$ cat config.mk
export PLATFORM = sky130hd
export DESIGN_NAME = mem_loader_ctrl
export DESIGN_NICKNAME = d
export VERILOG_FILES = /design/src/rtl/mem_loader_pkg.sv /design/src/rtl/ld_down_counter.sv /design/src/rtl/mem_loader_ctrl.sv
export SDC_FILE = /design/constraint.sdc
export NUM_CORES = 1
export LEC_CHECK = 0
export ABC_AREA = 1
export BUFFER_PORTS_ARGS = -buffer_cell sky130_fd_sc_hd__buf_2
export CAP_MARGIN = 20
export CORE_MARGIN = 10
export CORE_UTILIZATION = 35
export CTS_BUF_LIST = sky130_fd_sc_hd__clkbuf_8
export DETAILED_ROUTE_END_ITERATION = 8
export PLACE_DENSITY_LB_ADDON = 0.08
export SYNTH_ARGS = -nofsm -noshare
export SYNTH_HDL_FRONTEND = slang
export SYNTH_SLANG_ARGS = --single-unit
$ cat constraint.sdc
create_clock -name clk -period 2.98 [get_ports clk]
set_input_delay 0.596 -clock clk [delete_from_list [all_inputs] [get_ports clk]]
set_output_delay 0.596 -clock clk [all_outputs]
set_load 0.02 [all_outputs]
$ cat src/rtl/mem_loader_pkg.sv
// Shared definitions for the memory loader controller: state codes,
// default address stride and the phase-selection helper.
package mem_loader_pkg;

  localparam int ADDR_STRIDE_DEF = 4;

  localparam logic [2:0] ST_IDLE     = 3'd0;
  localparam logic [2:0] ST_LOAD_I   = 3'd1;
  localparam logic [2:0] ST_LOAD_D   = 3'd2;
  localparam logic [2:0] ST_RUN      = 3'd3;
  localparam logic [2:0] ST_DUMP_RD  = 3'd4;
  localparam logic [2:0] ST_DUMP_OUT = 3'd5;
  localparam logic [2:0] ST_DONE     = 3'd6;

  // One bit per phase: set when that phase still has work to do.
  typedef struct packed {
    logic dump;
    logic run;
    logic load_d;
    logic load_i;
  } phase_mask_t;

  // First phase with work, in sequence order; DONE when nothing is left.
  function automatic logic [2:0] first_phase(input phase_mask_t m);
    if (m.load_i) return ST_LOAD_I;
    if (m.load_d) return ST_LOAD_D;
    if (m.run)    return ST_RUN;
    if (m.dump)   return ST_DUMP_RD;
    return ST_DONE;
  endfunction

endpackage

$ cat src/rtl/ld_down_counter.sv
// Loadable down-counter that saturates at zero; times the RUN phase.
module ld_down_counter #(
  parameter int W = 16
) (
  input  logic         clk,
  input  logic         rst_n,
  input  logic         load_i,
  input  logic [W-1:0] load_val_i,
  input  logic         dec_i,
  output logic [W-1:0] count_o
);

  logic [W-1:0] count_q, count_d;

  // Load has priority over decrement; never decrement below zero.
  always_comb begin
    count_d = count_q;
    if (load_i) begin
      count_d = load_val_i;
    end else if (dec_i && (count_q != '0)) begin
      count_d = count_q - W'(1);
    end
  end

  // Count register with synchronous active-low reset.
  always_ff @(posedge clk) begin
    if (!rst_n) begin
      count_q <= '0;
    end else begin
      count_q <= count_d;
    end
  end

  assign count_o = count_q;

endmodule

$ cat src/rtl/mem_loader_ctrl.sv
// Sequencer that streams words into CPU instruction/data memories, lets the
// CPU run for a fixed number of cycles, then streams data memory back out.
module mem_loader_ctrl
  import mem_loader_pkg::*;
#(
  parameter int DATA_W      = 32,
  parameter int ADDR_W      = 32,
  parameter int CNT_W       = 16,
  parameter int ADDR_STRIDE = ADDR_STRIDE_DEF
) (
  input  logic              clk,
  input  logic              arst_n,
  input  logic              start,
  input  logic              abort,
  input  logic [9:0]        cfg_imem_len,
  input  logic [10:0]       cfg_dmem_len,
  input  logic [CNT_W-1:0]  cfg_run_cycles,
  input  logic [10:0]       cfg_dump_len,
  input  logic              s_valid,
  input  logic [DATA_W-1:0] s_data,
  output logic              s_ready,
  output logic              m_valid,
  output logic [DATA_W-1:0] m_data,
  input  logic              m_ready,
  output logic [ADDR_W-1:0] imem_addr,
  output logic              imem_wen,
  output logic              imem_ren,
  output logic [DATA_W-1:0] imem_wdata,
  output logic [ADDR_W-1:0] dmem_addr,
  output logic              dmem_wen,
  output logic              dmem_ren,
  output logic [DATA_W-1:0] dmem_wdata,
  input  logic [DATA_W-1:0] dmem_rdata,
  output logic              cpu_enable,
  output logic              busy,
  output logic              done
);

  logic [2:0]        state_q, state_d;
  logic [10:0]       idx_q, idx_d;
  logic [9:0]        imem_len_q, imem_len_d;
  logic [10:0]       dmem_len_q, dmem_len_d;
  logic [10:0]       dump_len_q, dump_len_d;
  logic [DATA_W-1:0] m_data_q, m_data_d;
  logic              capt_q, capt_d;   // DUMP_OUT: read word already captured
  logic              cnt_load;
  logic [CNT_W-1:0]  cnt_val;
  logic [CNT_W-1:0]  run_cnt;
  logic [ADDR_W-1:0] idx_addr;
  phase_mask_t       cfg_mask, after_i, after_d, after_run;

  // The run counter doubles as the registered copy of cfg_run_cycles.
  ld_down_counter #(.W(CNT_W)) u_run_cnt (
    .clk        (clk),
    .rst_n      (arst_n),
    .load_i     (cnt_load),
    .load_val_i (cnt_val),
    .dec_i      (state_q == ST_RUN),
    .count_o    (run_cnt)
  );

  assign cfg_mask  = '{dump: |cfg_dump_len, run: |cfg_run_cycles,
                       load_d: |cfg_dmem_len, load_i: |cfg_imem_len};
  assign after_i   = '{dump: |dump_len_q, run: |run_cnt,
                       load_d: |dmem_len_q, load_i: 1'b0};
  assign after_d   = '{dump: |dump_len_q, run: |run_cnt,
                       load_d: 1'b0, load_i: 1'b0};
  assign after_run = '{dump: |dump_len_q, run: 1'b0,
                       load_d: 1'b0, load_i: 1'b0};

  assign idx_addr = ADDR_W'(idx_q) * ADDR_W'(ADDR_STRIDE);

  // Next-state logic; abort overrides everything including start.
  always_comb begin
    state_d    = state_q;
    idx_d      = idx_q;
    imem_len_d = imem_len_q;
    dmem_len_d = dmem_len_q;
    dump_len_d = dump_len_q;
    m_data_d   = m_data_q;
    capt_d     = capt_q;
    cnt_load   = 1'b0;
    cnt_val    = cfg_run_cycles;
    if (abort) begin
      state_d  = ST_IDLE;
      idx_d    = '0;
      m_data_d = '0;
      capt_d   = 1'b0;
      cnt_load = 1'b1;
      cnt_val  = '0;
    end else begin
      case (state_q)
        ST_IDLE, ST_DONE: begin
          if (start) begin
            imem_len_d = cfg_imem_len;
            dmem_len_d = cfg_dmem_len;
            dump_len_d = cfg_dump_len;
            cnt_load   = 1'b1;
            idx_d      = '0;
            state_d    = first_phase(cfg_mask);
          end
        end
        ST_LOAD_I: begin
          if (s_valid) begin
            if (idx_q == ({1'b0, imem_len_q} - 11'd1)) begin
              idx_d   = '0;
              state_d = first_phase(after_i);
            end else begin
              idx_d = idx_q + 11'd1;
            end
          end
        end
        ST_LOAD_D: begin
          if (s_valid) begin
            if (idx_q == (dmem_len_q - 11'd1)) begin
              idx_d   = '0;
              state_d = first_phase(after_d);
            end else begin
              idx_d = idx_q + 11'd1;
            end
          end
        end
        ST_RUN: begin
          if (run_cnt <= CNT_W'(1)) begin
            state_d = first_phase(after_run);
          end
        end
        ST_DUMP_RD: begin
          capt_d  = 1'b0;
          state_d = ST_DUMP_OUT;
        end
        ST_DUMP_OUT: begin
          if (!capt_q) begin
            // First cycle here: the memory is now presenting the read word.
            m_data_d = dmem_rdata;
            capt_d   = 1'b1;
          end else if (m_ready) begin
            capt_d = 1'b0;
            if (idx_q == (dump_len_q - 11'd1)) begin
              idx_d   = '0;
              state_d = ST_DONE;
            end else begin
              idx_d   = idx_q + 11'd1;
              state_d = ST_DUMP_RD;
            end
          end
        end
        default: state_d = ST_IDLE;
      endcase
    end
  end

  // State registers with synchronous active-low reset.
  always_ff @(posedge clk) begin
    if (!arst_n) begin
      state_q    <= ST_IDLE;
      idx_q      <= '0;
      imem_len_q <= '0;
      dmem_len_q <= '0;
      dump_len_q <= '0;
      m_data_q   <= '0;
      capt_q     <= 1'b0;
    end else begin
      state_q    <= state_d;
      idx_q      <= idx_d;
      imem_len_q <= imem_len_d;
      dmem_len_q <= dmem_len_d;
      dump_len_q <= dump_len_d;
      m_data_q   <= m_data_d;
      capt_q     <= capt_d;
    end
  end

  // Memory-port and stream outputs are gated by state so idle buses read 0.
  assign s_ready    = (state_q == ST_LOAD_I) || (state_q == ST_LOAD_D);
  assign imem_wen   = (state_q == ST_LOAD_I) && s_valid;
  assign imem_ren   = 1'b0;
  assign imem_addr  = (state_q == ST_LOAD_I) ? idx_addr : '0;
  assign imem_wdata = (state_q == ST_LOAD_I) ? s_data : '0;
  assign dmem_wen   = (state_q == ST_LOAD_D) && s_valid;
  assign dmem_ren   = (state_q == ST_DUMP_RD);
  assign dmem_addr  = ((state_q == ST_LOAD_D) || (state_q == ST_DUMP_RD)) ? idx_addr : '0;
  assign dmem_wdata = (state_q == ST_LOAD_D) ? s_data : '0;
  assign m_valid    = (state_q == ST_DUMP_OUT) && capt_q;
  assign m_data     = m_data_q;
  assign cpu_enable = (state_q == ST_RUN);
  assign busy       = (state_q != ST_IDLE) && (state_q != ST_DONE);
  assign done       = (state_q == ST_DONE);

endmodule

-- Yosys cells after proc, flatten, opt, wreduce, memory -nomap -nowiden
Index checks and enable logic that the tools add are counted.
- order comparisons: 1
- reductions and logical operators: 26
- mux-type cells: 145
- bitwise operators: 3
- equality and inequality tests: 18
- add/subtract/negate cells: 5
- operators with widths (operator ; count):
    $mux W3 ; 34
    $mux W1 ; 92
    $mux W11 ; 8
    $mux W32 ; 2
    $mux W16 ; 3
    $pmux W11 S4 ; 1
    $reduce_or A11 Y1 ; 4
    $eq A11 B11 Y1 ; 3
    $reduce_or A16 Y1 ; 2
    $mux W13 ; 2
    $sub A11 B1 Y11 const B ; 2
    $pmux W3 S6 ; 1
    $le A16 B1 Y1 const B ; 1
    $ne A2 B2 Y1 const B ; 8
    $reduce_bool A16 Y1 ; 1
    $sub A16 B1 Y16 const B ; 1
    $add A11 B1 Y11 const B ; 1
    $sub A10 B1 Y11 const B ; 1
    $reduce_or A10 Y1 ; 1
    $eq A3 B3 Y1 const B ; 3
    $reduce_and A8 Y1 ; 1
    $eq A3 B2 Y1 const B ; 2
    $reduce_and A6 Y1 ; 1
    $logic_and A1 B1 Y1 ; 5
    other kinds (13) ; 18
- input bits: 118
- output and inout bits: 169
- register bits: 95

-- Depth between registers and ports, before layout
- depth after elaboration: 31
- depth in mapped cells: 17
- depth with buffers taken out: 16

-- Hierarchy
Synthesis repeated with hierarchy kept, for this count alone.
- cell total of the unflattened synthesis: 1132
- area, all modules: 6759.0 um^2
- by module, submodules not included (module ; seq. area each (um^2) ; instances ; cells each ; area each (um^2)):
    mem_loader_ctrl ; 1581.5 ; 1 ; 942 ; 5606.6
    ld_down_counter ; 320.3 ; 1 ; 190 ; 1152.4

-- Worst setup path after synthesis
OpenSTA, ideal clock, no wires.
- path kind: register to output
- start: register state_q[2]
- end: output port dmem_addr[10]
- arrival: 1.533 ns
- cell stages (with the launch flop): 6
- setup slack: 0.851 ns
- cell sequence: dfxtp_1 > inv_2 > nor2_1 > nor2_1 > clkbuf_1 > nor2_1
- cells in the longest elaborated chain, start to end: 3
- elaborated cells on any way between the ends: 4
- those cells by class: eq/ne: 2; mux: 1; reduce/logical: 1
- ends and longest elaborated chain (element ; RTL line ; text):
    start, declared ; mem_loader_ctrl.sv:39 ; logic [2:0] state_q, state_d;
    start signal, assigned ; mem_loader_ctrl.sv:164 ; state_q <= state_d;
    $eq A3 B3 Y1 ; - ;
    net dmem_ren ; mem_loader_ctrl.sv:31 ; output logic dmem_ren,
    $logic_or A1 B1 Y1 ; mem_loader_ctrl.sv:182 ; assign dmem_addr = ((state_q == ST_LOAD_D) || (state_q == ST_DUMP_RD)) ? idx_addr : '0;
    $mux W13 ; mem_loader_ctrl.sv:182 ;
    end, declared ; mem_loader_ctrl.sv:29 ; output logic [ADDR_W-1:0] dmem_addr,
The timed path passes the listed nets, and every way through them passes these cells.

-- Final worst setup path
- start: register state_q[1]
- end: output port dmem_addr[11]
- cells in the longest elaborated chain, start to end: 3
- elaborated cells on any way between the ends: 4
- those cells by class: eq/ne: 2; mux: 1; reduce/logical: 1
- ends and longest elaborated chain (element ; RTL line):
    $eq A3 B2 Y1 / $eq A3 B3 Y1 (equally long branches) ; mem_loader_ctrl.sv:182
    $logic_or A1 B1 Y1 * ; mem_loader_ctrl.sv:182
    $mux W13 * ; mem_loader_ctrl.sv:182
Mark *: on every way between the ends. The rest lies on a longest branch, timed or not.

==> flow_summary_export.csv <==
group,metric,value,unit
detailed_routing,first_iter_violations,431,
timing,fin_tns_setup,0,ns
setup_path,end_kind,"output port",
setup_path,cp_common_cell,"nor2_1",
synthesis,synth_top_cell_area_share,29.3,%
timing,max-slew-margin-rel,36.7,%
timing,worst_slack,0.236,ns
final_layout,finalNetCount,1388,
final_layout,syn_to_final_growth,21.3,%
detailed_routing,wire_per_inst,15.8,um
grt,antenna_found_initial,3,
placement,hpwl,18900,um
job,maxCapViolations,0,
floorplanning,dieHeight,156,um
synthesis,yosys_warnings,0,
timing,setup_viol,0,
synthesis,ys_types,45,
synthesis,synthFlopType,"dfxtp_1",
setup_path,crit_type,"reg -> out",
detailed_routing,ant_nets,0,
timing,period_needed,2.74,ns
timing,tightest_slew,0.945,ns
synthesis,synth_edf_count,0,
grt,grt_pass1_wl,36400,um
synthesis,ys_top_cells_by_count,"267 x nor2_1, 163 x nand2_1, 109 x inv_1",
synthesis,ys_ff_latch,95,
clock_tree,clock_path_buffers,2,
clock_tree,holdBufCountCts,0,
power,power_leakage,4.12,nW
grt,overflow,0,
detailed_routing,via_count,6976,
setup_path,max_stage_delay,0.74,ns
synthesis,postSynthCellCount,1049,
placement,dp_slack,0.660,ns
clock_tree,htree_levels,3,
setup_path,cp-start-kind,"flop",
outcome,outcome,"finished, final reports clean",
floorplanning,die_area,24400,um^2
synthesis,netlist_area,6500,um^2
synthesis,synth_most_common_cell,"nor2_1",
setup_path,critPathTopFamily,"simple AND/OR/NAND/NOR gates",
floorplanning,rows,49,
clock_tree,clock-sinks,95,
setup_path,critPathBufInv,2,
floorplanning,core_region_area,18100,um^2
setup_path,critPathMaxFanout,12,
detailed_routing,viasPerCell,4.66,
timing,drv_slew,0,
synthesis,async_flop_share,0,%
setup_path,cp_data_arrival_time,2.15,ns
setup_path,slowest_stage,"nor2_1",
setup_path,required,2.38,ns
grt,grt_usage,18.6,%
floorplanning,die_x,156,um
synthesis,synthTopCellsByArea,"dfxtp_1 29%, nor2_1 15%, nand2_1 9.4%",
clock_tree,cts_tree,"built",
power,vdd_drop_max,0.227,mV
floorplanning,start_util,35.9,%
clock_tree,cts_made_buffers,9,
grt,grt_pass1_vias,6835,
synthesis,synth.largest_area_cell,"dfxtp_1",
setup_path,path_cells,"inv_2 -> nand2_2 -> nor2_1 -> nor2_1 -> nor2_1 -> buf_2",
timing,hold_violations,0,
timing,skew,0.0194,ns
detailed_routing,remaining_drc_errors,0,
clock_tree,cts_setup_buffers,0,
final_layout,fin_util,43.6,%
placement,io_buffers,243,
placement,gp_congestion,0.890,
timing,rsz0062_at_grt,"no",
timing,post-route-period-util,92.1,%
synthesis,syn_area_per_cell,6.19,um^2
clock_tree,ctsResizeCount,0,
worst_hold_path,hold_class,"in -> reg",
clock_tree,clk_pin_slew_worst_paths,0.12,ns
clock_tree,clock_latency,0.40,ns
grt,grt_max_degree,60,
timing,max_freq,0.364,GHz
power,p_per_area,396,nW/um^2
floorplanning,io_pins,287,
synthesis,synth-seq-area-share,29.3,%
detailed_routing,drt-total-wl,23700,um
clock_tree,cts_root_buf,"clkbuf_8",
detailed_routing,first_pass_iters,4,
final_layout,drive_gt1_share,24.7,%
state kept, by name, summed over array words and instances, names as in the netlist:
name and flops:
imem_len_q 10, state_q 3, idx_q 11, m_data 32, dump_len_q 11, capt_q 1
u_run_cnt.count_o 16, dmem_len_q 11
power by group:
part           internal (mW)  total (mW)  switching (mW)
sequential              1.32        1.37          0.0494
combinational          0.288       0.833           0.545
clock                  0.338       0.913           0.575
total                   1.95        3.12            1.17
stage by stage:
stage	power (mW)	area [um^2]	cells	hold slack [ns]
2_1_floorplan	2.04	6650	1091	0.445
3_3_place_gp	2.23	7670	1481	0.463
3_5_place_dp	2.23	7670	1481	0.469
4_1_cts	3.14	7880	1497	0.390
5_1_grt	3.32	7880	1497	0.397
6_report	3.12	7880	1498	0.405
worst register-to-register path, cell delays in order, from the launching register on:
cell     delay [ns]
dfxtp_1        0.46
inv_2          0.07
nand2_2        0.09
nor2_1         0.10
nor2_1         0.74
o21ai_0        0.29
o31ai_1        0.15
a21oi_1        0.12
nand3_1        0.10
a21oi_1        0.07
layer usage:
layer	routed length [um]	global-route usage, %	vias to the layer above
met1	10400	22.8	3133
li1	-	-	3640
met3	1640	5.56	23
met4	372	4.90	2
met5	7	0	-
met2	11300	30.9	178
placed cells by master, fill, tap and decap left out, types with 2 or more instances in the layout:
cell type,n
nor3b_1,2
inv_1,109
nor3_1,7
nand2_2,5
nor2_1,266
o21ai_1,3
xnor2_1,16
ha_1,7
nand2_1,162
nor2_4,4
o21ai_0,87
conb_1,43
xor2_1,22
nand3_1,48
clkbuf_8,9
nand3_2,3
a221oi_2,5
buf_2,243
inv_2,9
a31oi_1,2
o31ai_1,2
inv_6,2
a21oi_2,4
buf_4,8
dfxtp_1,95
nor4_1,5
a211oi_1,3
a21oi_1,63
nor2_2,11
clkinv_8,3
nand4_1,5
area by class of cell:
class	instances	area (um^2)
diodes	1	2.50
clock buffers	9	124
clock inverters	7	86.3
fillers	2016	10200
inverters	118	443
multi-input cells	788	3760
flip-flops and latches	95	1900
well taps	229	287
repair buffers	251	1280
final timing paths:
| path | startpoint | end | slack (ns) | depth (start not counted) |
|---|---|---|---|---|
| worst max-delay path | state_q[1] | dmem_addr[11] | 0.24 | 6 |
| worst min-delay path | dmem_rdata[12] | m_data[12] | 0.41 | 3 |
| worst max register to register | state_q[1] | state_q[0] | 0.67 | 9 |
| worst min register to register | dump_len_q[10] | dump_len_q[10] | 0.49 | 2 |
kinds of logic after synthesis:
kind of cell	after synthesis	share of synthesized area, %
buffers and inverters	208	15.4
flip-flops	95	29.3
AND/OR/NAND/NOR	522	33.3
XOR/XNOR	38	5.12
adder cells (fa/ha/maj)	7	1.35
other	1	0.0577
AO/OA/AOI/OAI	178	15.5
Power figures use the tool's default switching activity.
